<file path="src/rtl/conv_pkg.sv">
// Shared definitions for the convolution address sequencer: FSM encoding,
// default address widths and the memory depth limits used by the
// configuration check.
package conv_pkg;

   localparam int IN_AW_DEF = 8;
   localparam int K_AW_DEF  = 6;
   localparam int IN_WORDS  = 256;
   localparam int K_WORDS   = 64;

   typedef enum logic [1:0] {
      IDLE  = 2'd0,
      CHECK = 2'd1,
      RUN   = 2'd2,
      FIN   = 2'd3
   } conv_state_e;

endpackage

</file>
<file path="src/rtl/conv_window_counter.sv">
// Four-level nested counter walking a convolution: kx fastest, then ky,
// then ox, then oy. Exposes the next-state values so the parent can
// register addresses that line up with the counter they describe.
module conv_window_counter (
   input  logic       clk,
   input  logic       rst,
   input  logic       clr_i,
   input  logic       en_i,
   input  logic [3:0] kx_max_i,
   input  logic [3:0] ky_max_i,
   input  logic [7:0] ox_max_i,
   input  logic [7:0] oy_max_i,
   output logic [3:0] kx_nxt_o,
   output logic [3:0] ky_nxt_o,
   output logic [7:0] ox_nxt_o,
   output logic [7:0] oy_nxt_o,
   output logic       win_wrap_o
);

   logic [3:0] kx_q, kx_d, ky_q, ky_d;
   logic [7:0] ox_q, ox_d, oy_q, oy_d;
   logic       kx_wrap, ky_wrap, ox_wrap, oy_wrap;

   assign kx_wrap = (kx_q == kx_max_i);
   assign ky_wrap = (ky_q == ky_max_i);
   assign ox_wrap = (ox_q == ox_max_i);
   assign oy_wrap = (oy_q == oy_max_i);

   // Ripple-carry style advance: each level steps only when all faster levels wrap.
   always_comb begin
      kx_d = kx_q;
      ky_d = ky_q;
      ox_d = ox_q;
      oy_d = oy_q;
      if (clr_i) begin
         kx_d = '0;
         ky_d = '0;
         ox_d = '0;
         oy_d = '0;
      end else if (en_i) begin
         kx_d = kx_wrap ? 4'd0 : kx_q + 4'd1;
         if (kx_wrap) begin
            ky_d = ky_wrap ? 4'd0 : ky_q + 4'd1;
            if (ky_wrap) begin
               ox_d = ox_wrap ? 8'd0 : ox_q + 8'd1;
               if (ox_wrap) begin
                  oy_d = oy_wrap ? 8'd0 : oy_q + 8'd1;
               end
            end
         end
      end
   end

   // Counter state register.
   always_ff @(posedge clk or posedge rst) begin
      if (rst) begin
         kx_q <= '0;
         ky_q <= '0;
         ox_q <= '0;
         oy_q <= '0;
      end else begin
         kx_q <= kx_d;
         ky_q <= ky_d;
         ox_q <= ox_d;
         oy_q <= oy_d;
      end
   end

   assign kx_nxt_o   = kx_d;
   assign ky_nxt_o   = ky_d;
   assign ox_nxt_o   = ox_d;
   assign oy_nxt_o   = oy_d;
   assign win_wrap_o = kx_wrap & ky_wrap & ox_wrap & oy_wrap;

endmodule

</file>
<file path="src/rtl/conv_addr_sequencer.sv">
// Convolution read-address sequencer. Latches a geometry on start, checks
// it against the memory limits, then streams input/kernel read addresses
// one tap per unstalled cycle.
//
// state | meaning
// IDLE  | waiting for start; geometry latched on start
// CHECK | validate geometry, register output size, preload tap 0
// RUN   | one read per cycle while stall is low
// FIN   | one-cycle done pulse, busy low
module conv_addr_sequencer
   import conv_pkg::*;
#(
   parameter int IN_AW = IN_AW_DEF,
   parameter int K_AW  = K_AW_DEF
) (
   input  logic             clk,
   input  logic             rst,
   input  logic             start,
   input  logic [7:0]       img_w,
   input  logic [7:0]       img_h,
   input  logic [3:0]       k_w,
   input  logic [3:0]       k_h,
   input  logic             stall,
   output logic             rd_en,
   output logic [IN_AW-1:0] rd_add_in,
   output logic [K_AW-1:0]  rd_add_k,
   output logic             last_tap,
   output logic [8:0]       out_size,
   output logic             size_valid,
   output logic             busy,
   output logic             done,
   output logic             cfg_err
);

   conv_state_e      state_q, state_d;
   logic [7:0]       img_w_q, img_h_q, ow_q, oh_q, ow_calc, oh_calc;
   logic [3:0]       k_w_q, k_h_q, kx_max, ky_max;
   logic [7:0]       ox_max, oy_max;
   logic [15:0]      img_area;
   logic [7:0]       k_area;
   logic             cfg_bad, fire, cnt_clr, win_wrap, accept;
   logic [3:0]       kx_nxt, ky_nxt;
   logic [7:0]       ox_nxt, oy_nxt;
   logic [8:0]       out_size_q, size_calc;
   logic             size_valid_q;
   logic [IN_AW-1:0] rd_add_in_q, rd_add_in_d;
   logic [K_AW-1:0]  rd_add_k_q, rd_add_k_d;
   logic             last_tap_q, last_tap_d;

   assign accept   = (state_q == IDLE) && start;
   assign fire     = (state_q == RUN) && !stall;
   assign cnt_clr  = (state_q != RUN);

   assign img_area = {8'd0, img_w_q} * {8'd0, img_h_q};
   assign k_area   = {4'd0, k_w_q} * {4'd0, k_h_q};
   assign cfg_bad  = (k_w_q == 4'd0) || (k_h_q == 4'd0) ||
                     (img_w_q == 8'd0) || (img_h_q == 8'd0) ||
                     ({4'd0, k_w_q} > img_w_q) || ({4'd0, k_h_q} > img_h_q) ||
                     (img_area > 16'(IN_WORDS)) || (k_area > 8'(K_WORDS));

   assign ow_calc   = img_w_q - {4'd0, k_w_q} + 8'd1;
   assign oh_calc   = img_h_q - {4'd0, k_h_q} + 8'd1;
   assign size_calc = {1'b0, ow_calc} * {1'b0, oh_calc};

   assign kx_max = k_w_q - 4'd1;
   assign ky_max = k_h_q - 4'd1;
   assign ox_max = ow_q - 8'd1;
   assign oy_max = oh_q - 8'd1;

   conv_window_counter u_cnt (
      .clk        (clk),
      .rst        (rst),
      .clr_i      (cnt_clr),
      .en_i       (fire),
      .kx_max_i   (kx_max),
      .ky_max_i   (ky_max),
      .ox_max_i   (ox_max),
      .oy_max_i   (oy_max),
      .kx_nxt_o   (kx_nxt),
      .ky_nxt_o   (ky_nxt),
      .ox_nxt_o   (ox_nxt),
      .oy_nxt_o   (oy_nxt),
      .win_wrap_o (win_wrap)
   );

   // Addresses of the tap the counter will hold next cycle, so the registered
   // address always describes the tap currently waiting to be read.
   always_comb begin
      rd_add_in_d = (IN_AW'(oy_nxt) + IN_AW'(ky_nxt)) * IN_AW'(img_w_q)
                  + IN_AW'(ox_nxt) + IN_AW'(kx_nxt);
      rd_add_k_d  = K_AW'(ky_nxt) * K_AW'(k_w_q) + K_AW'(kx_nxt);
      last_tap_d  = (kx_nxt == kx_max) && (ky_nxt == ky_max);
   end

   // Next-state logic.
   always_comb begin
      state_d = state_q;
      unique case (state_q)
         IDLE:    if (start) state_d = CHECK;
         CHECK:   state_d = cfg_bad ? IDLE : RUN;
         RUN:     if (fire && win_wrap) state_d = FIN;
         FIN:     state_d = IDLE;
         default: state_d = IDLE;
      endcase
   end

   // State register.
   always_ff @(posedge clk or posedge rst) begin
      if (rst) state_q <= IDLE;
      else     state_q <= state_d;
   end

   // Geometry is captured once per start; later input changes are ignored.
   always_ff @(posedge clk or posedge rst) begin
      if (rst) begin
         img_w_q <= '0;
         img_h_q <= '0;
         k_w_q   <= '0;
         k_h_q   <= '0;
      end else if (accept) begin
         img_w_q <= img_w;
         img_h_q <= img_h;
         k_w_q   <= k_w;
         k_h_q   <= k_h;
      end
   end

   // Output size: cleared on start, published once the geometry passes the check.
   always_ff @(posedge clk or posedge rst) begin
      if (rst) begin
         ow_q         <= '0;
         oh_q         <= '0;
         out_size_q   <= '0;
         size_valid_q <= 1'b0;
      end else if (accept) begin
         out_size_q   <= '0;
         size_valid_q <= 1'b0;
      end else if (state_q == CHECK && !cfg_bad) begin
         ow_q         <= ow_calc;
         oh_q         <= oh_calc;
         out_size_q   <= size_calc;
         size_valid_q <= 1'b1;
      end
   end

   // Address registers follow the counter; they hold whenever the counter holds.
   always_ff @(posedge clk or posedge rst) begin
      if (rst) begin
         rd_add_in_q <= '0;
         rd_add_k_q  <= '0;
         last_tap_q  <= 1'b0;
      end else begin
         rd_add_in_q <= rd_add_in_d;
         rd_add_k_q  <= rd_add_k_d;
         last_tap_q  <= last_tap_d;
      end
   end

   assign rd_en      = fire;
   assign rd_add_in  = rd_add_in_q;
   assign rd_add_k   = rd_add_k_q;
   assign last_tap   = fire & last_tap_q;
   assign out_size   = out_size_q;
   assign size_valid = size_valid_q;
   assign busy       = (state_q == CHECK) || (state_q == RUN);
   assign done       = (state_q == FIN);
   assign cfg_err    = (state_q == CHECK) && cfg_bad;

endmodule

</file>
<file path="config.mk">
export PLATFORM = sky130hd
export DESIGN_NAME = conv_addr_sequencer
export DESIGN_NICKNAME = d
export VERILOG_FILES = /design/src/rtl/conv_pkg.sv /design/src/rtl/conv_window_counter.sv /design/src/rtl/conv_addr_sequencer.sv
export SDC_FILE = /design/constraint.sdc
export NUM_CORES = 1
export LEC_CHECK = 0
export ABC_CLOCK_PERIOD_IN_PS = 10770
export CAP_MARGIN = 20
export CORE_ASPECT_RATIO = 0.7
export CORE_UTILIZATION = 32
export DETAILED_ROUTE_END_ITERATION = 10
export GPL_TIMING_DRIVEN = 0
export SLEW_MARGIN = 20
export SYNTH_ARGS = -nofsm -noshare
export SYNTH_HDL_FRONTEND = slang
export SYNTH_SLANG_ARGS = --single-unit
</file>
<file path="constraint.sdc">
create_clock -name clk -period 10.77 [get_ports clk]
set_input_delay 2.154 -clock clk [delete_from_list [all_inputs] [get_ports clk]]
set_output_delay 2.154 -clock clk [all_outputs]
set_load 0.01 [all_outputs]
</file>
==> results.json <==
{
  "status": "finished clean",
  "numCtsBuffers": 9,
  "die_width_um": 222.5,
  "rsz0062_at_grt": "false",
  "cts_tree": "yes",
  "drt_wl_total_um": 27680,
  "hold_buffers": 0,
  "required_ns": 11.02,
  "timing.fmax_mhz": 101.0,
  "reg2reg_slack_ns": 1.49,
  "cp_common_cell": "xnor2_1",
  "antenna_found_initial": 0,
  "syn_to_final_growth_pct": 12.95,
  "min_to": "size_valid$_DFFE_PP0P_",
  "setup_tns_ns": 0,
  "setup_viol": 0,
  "finalHoldViolCount": 0,
  "slew_violations": 0,
  "die-area_um2": 34790,
  "rows": 56,
  "yosysUniqueCellTypes": 72,
  "cts_resized": 0,
  "hpwl_um": 22680,
  "crit_type": "in -> reg",
  "htree_levels": 3,
  "finalCritPeriodShare_pct": 91.89,
  "vias": 8425,
  "start_kind": "primary input",
  "initial_core_util_pct": 32.52,
  "postCtsSetupBuffers": 0,
  "yosysWarnings": 0,
  "port_buffers": 55,
  "cp_top_family": "adder cells",
  "yosys.area.top_type": "dfrtp_1",
  "grt-ovfl-total": 0,
  "fin_util_pct": 36.73,
  "crit_path_end_kind": "register",
  "synth_ff_type": "dfrtp_1",
  "clk_latency_ns": 0.37,
  "drt_iter0_markers": 598,
  "clockRootBuffer": "clkbuf_16",
  "min_path_cells": 1,
  "synth_most_common_cell": "inv_1",
  "tightest_slew_ns": 1.085,
  "grt_max_degree": 57,
  "grt_pass1_vias": 8268,
  "synth_seq_cells": 91,
  "cp_max_fo": 10,
  "slew_headroom_pct": 27.10,
  "grt_usage_pct": 16.91,
  "whs_ns": 0.5050,
  "grt_pass1_wl_um": 45470,
  "place_congestion": 0.8780,
  "ios": 57,
  "crit_path_max_incr_delay_ns": 0.58,
  "r2r-start": "k_w_q[1]$_DFFE_PP0P_",
  "synthTopCellsByArea": "dfrtp_1 (21%), ha_1 (17%), fa_1 (16%)",
  "dp.cells": 1700,
  "viasPerCell": 4.910,
  "worst_path_max_delay_cell": "fa_1",
  "drv_cap": 0,
  "critPathBufInv": 6,
  "avgRoutedWirePerCell_um": 16.13,
  "avgSynthCellArea_um2": 9.009,
  "synth_nets": 1474,
  "fin_nets": 1541,
  "antennaDiodeCount": 0,
  "yosysSeqAreaShare_pct": 20.91,
  "finClkSkew_ns": 0.01232,
  "hold_path.class": "reg -> reg",
  "drt_pre_antenna_iters": 5,
  "cts_max_path_buffers": 2,
  "async_flop_share_pct": 100.0,
  "die_h_um": 156.4,
  "instances_no_fill": 1716,
  "synth_cells": 1209,
  "arrival_ns": 10.14,
  "syn_area_um2": 10890,
  "worstReg2RegEnd": "rd_add_in[7]$_DFF_PP0_",
  "drc": 0,
  "clk_pin_slew_worst_paths_ns": 0.07,
  "reg2reg_depth": 36,
  "synth_common_cells": "inv_1 (174), ha_1 (151), nand2_1 (124)",
  "synth_top_cell_area_share_pct": 20.91,
  "synth_edf_count": 0,
  "cts_sinks": 91,
  "drive_gt1_share_pct": 3.825,
  "worstHoldStart": "size_valid$_DFFE_PP0P_",
  "detail-route-antenna-nets": 0,
  "core_um2": 33490,
  "post-route-min-period_ns": 9.897
}
-- layout make-up --
class / count / area (µm²)
multi-input cells: 910 / 7819
inverters: 178 / 673.1
plain buffers: 30 / 132.6
flip-flops and latches: 91 / 2277
clock inverters: 6 / 48.80
fillers: 3403 / 21190
repair buffers: 56 / 578.1
clock buffers: 10 / 229.0
well taps: 435 / 544.3
-- worst reg2reg max path: cells and delay by family (launching register included) --
| kind | cells | cell delay [ns] |
|---|---|---|
| muxes | 1 | 0.10 |
| and+or+nand+nor | 6 | 2.04 |
| DFF | 1 | 0.43 |
| adders and majority gates | 8 | 3.05 |
| AOI/OAI and AO/OA | 2 | 0.34 |
| buffers and inverters | 7 | 0.88 |
| xor gates and xnor gates | 12 | 2.32 |
-- layout by cell type (no fill, tap or decap), drive strengths merged, types with 3 or more instances in the layout --
master	synthesis	layout
o21a	7	7
mux2	14	14
dfrtp	91	91
clkdlybuf4s50	0	55
mux2i	8	8
fa	86	86
or2	4	4
o21ai	57	57
a21boi	5	5
nor3	10	10
or3	4	4
nand2	125	125
o21bai	11	11
nor2b	24	24
clkbuf	21	31
inv	176	179
xnor2	77	77
a21oi	43	43
buf	9	10
o211ai	3	3
nor2	81	81
clkinvlp	0	3
nor3b	8	8
xor2	40	40
o41ai	3	3
a21o	13	13
and3	11	11
nand2b	7	7
nand4	22	22
nor4	5	5
and2	45	45
ha	151	151
nand3	11	11
o31ai	3	3
-- sequential cells by signal, summed over array words and instances, names as in the netlist, named ones only --
signal      count
u_cnt.oy_q      8
img_h_q         8
img_w_q         8
last_tap_q      1
out_size        9
k_w_q           4
u_cnt.ky_q      4
size_valid      1
rd_add_k        6
k_h_q           4
ow_q            8
rd_add_in       8
u_cnt.ox_q      8
u_cnt.kx_q      4
state_q         1
oh_q            8
-- metrics by stage --
stage / area [µm²] / setup WS [ns]
4_1_cts: 12300 / 0.8986
2_1_floorplan: 10890 / 1.803
3_5_place_dp: 12020 / 0.5127
6_report: 12300 / 0.8734
5_1_grt: 12300 / 0.2184
3_3_place_gp: 11990 / 0.6545
-- metal layers --
layer  GRT usage, %  share of wire (%)
met1          26.40                 54
met2          23.85                 40
met3          3.361                6.0
met4          2.660               0.51
met5              0                  0
-- logic make-up after synthesis --
| kind of cell | count (synthesis) | synth area share (%) |
|---|---|---|
| AO/OA/AOI/OAI | 164 | 9.340 |
| XOR/XNOR | 120 | 10.25 |
| adder cells (fa/ha/maj) | 237 | 33.15 |
| buffers and inverters | 208 | 7.352 |
| flip-flops | 91 | 20.91 |
| multiplexers | 22 | 2.183 |
| AND/OR/NAND/NOR | 367 | 16.82 |
-- worst max-delay path by stage --
stage / slack (ns) / startpoint / cells after the start / to
after floorplan: 1.80 / stall / 32 / rd_add_in[7]$_DFF_PP0_
after global placement: 0.65 / stall / 32 / rd_add_in[7]$_DFF_PP0_
after detailed placement: 0.51 / stall / 32 / rd_add_in[7]$_DFF_PP0_
after CTS: 0.90 / stall / 32 / rd_add_in[7]$_DFF_PP0_
after global routing: 0.22 / stall / 32 / rd_add_in[7]$_DFF_PP0_
final: 0.87 / stall / 32 / rd_add_in[7]$_DFF_PP0_
Power is not shown: default switching activity piles up to over one toggle a cycle in this logic, so the estimate is an artifact.
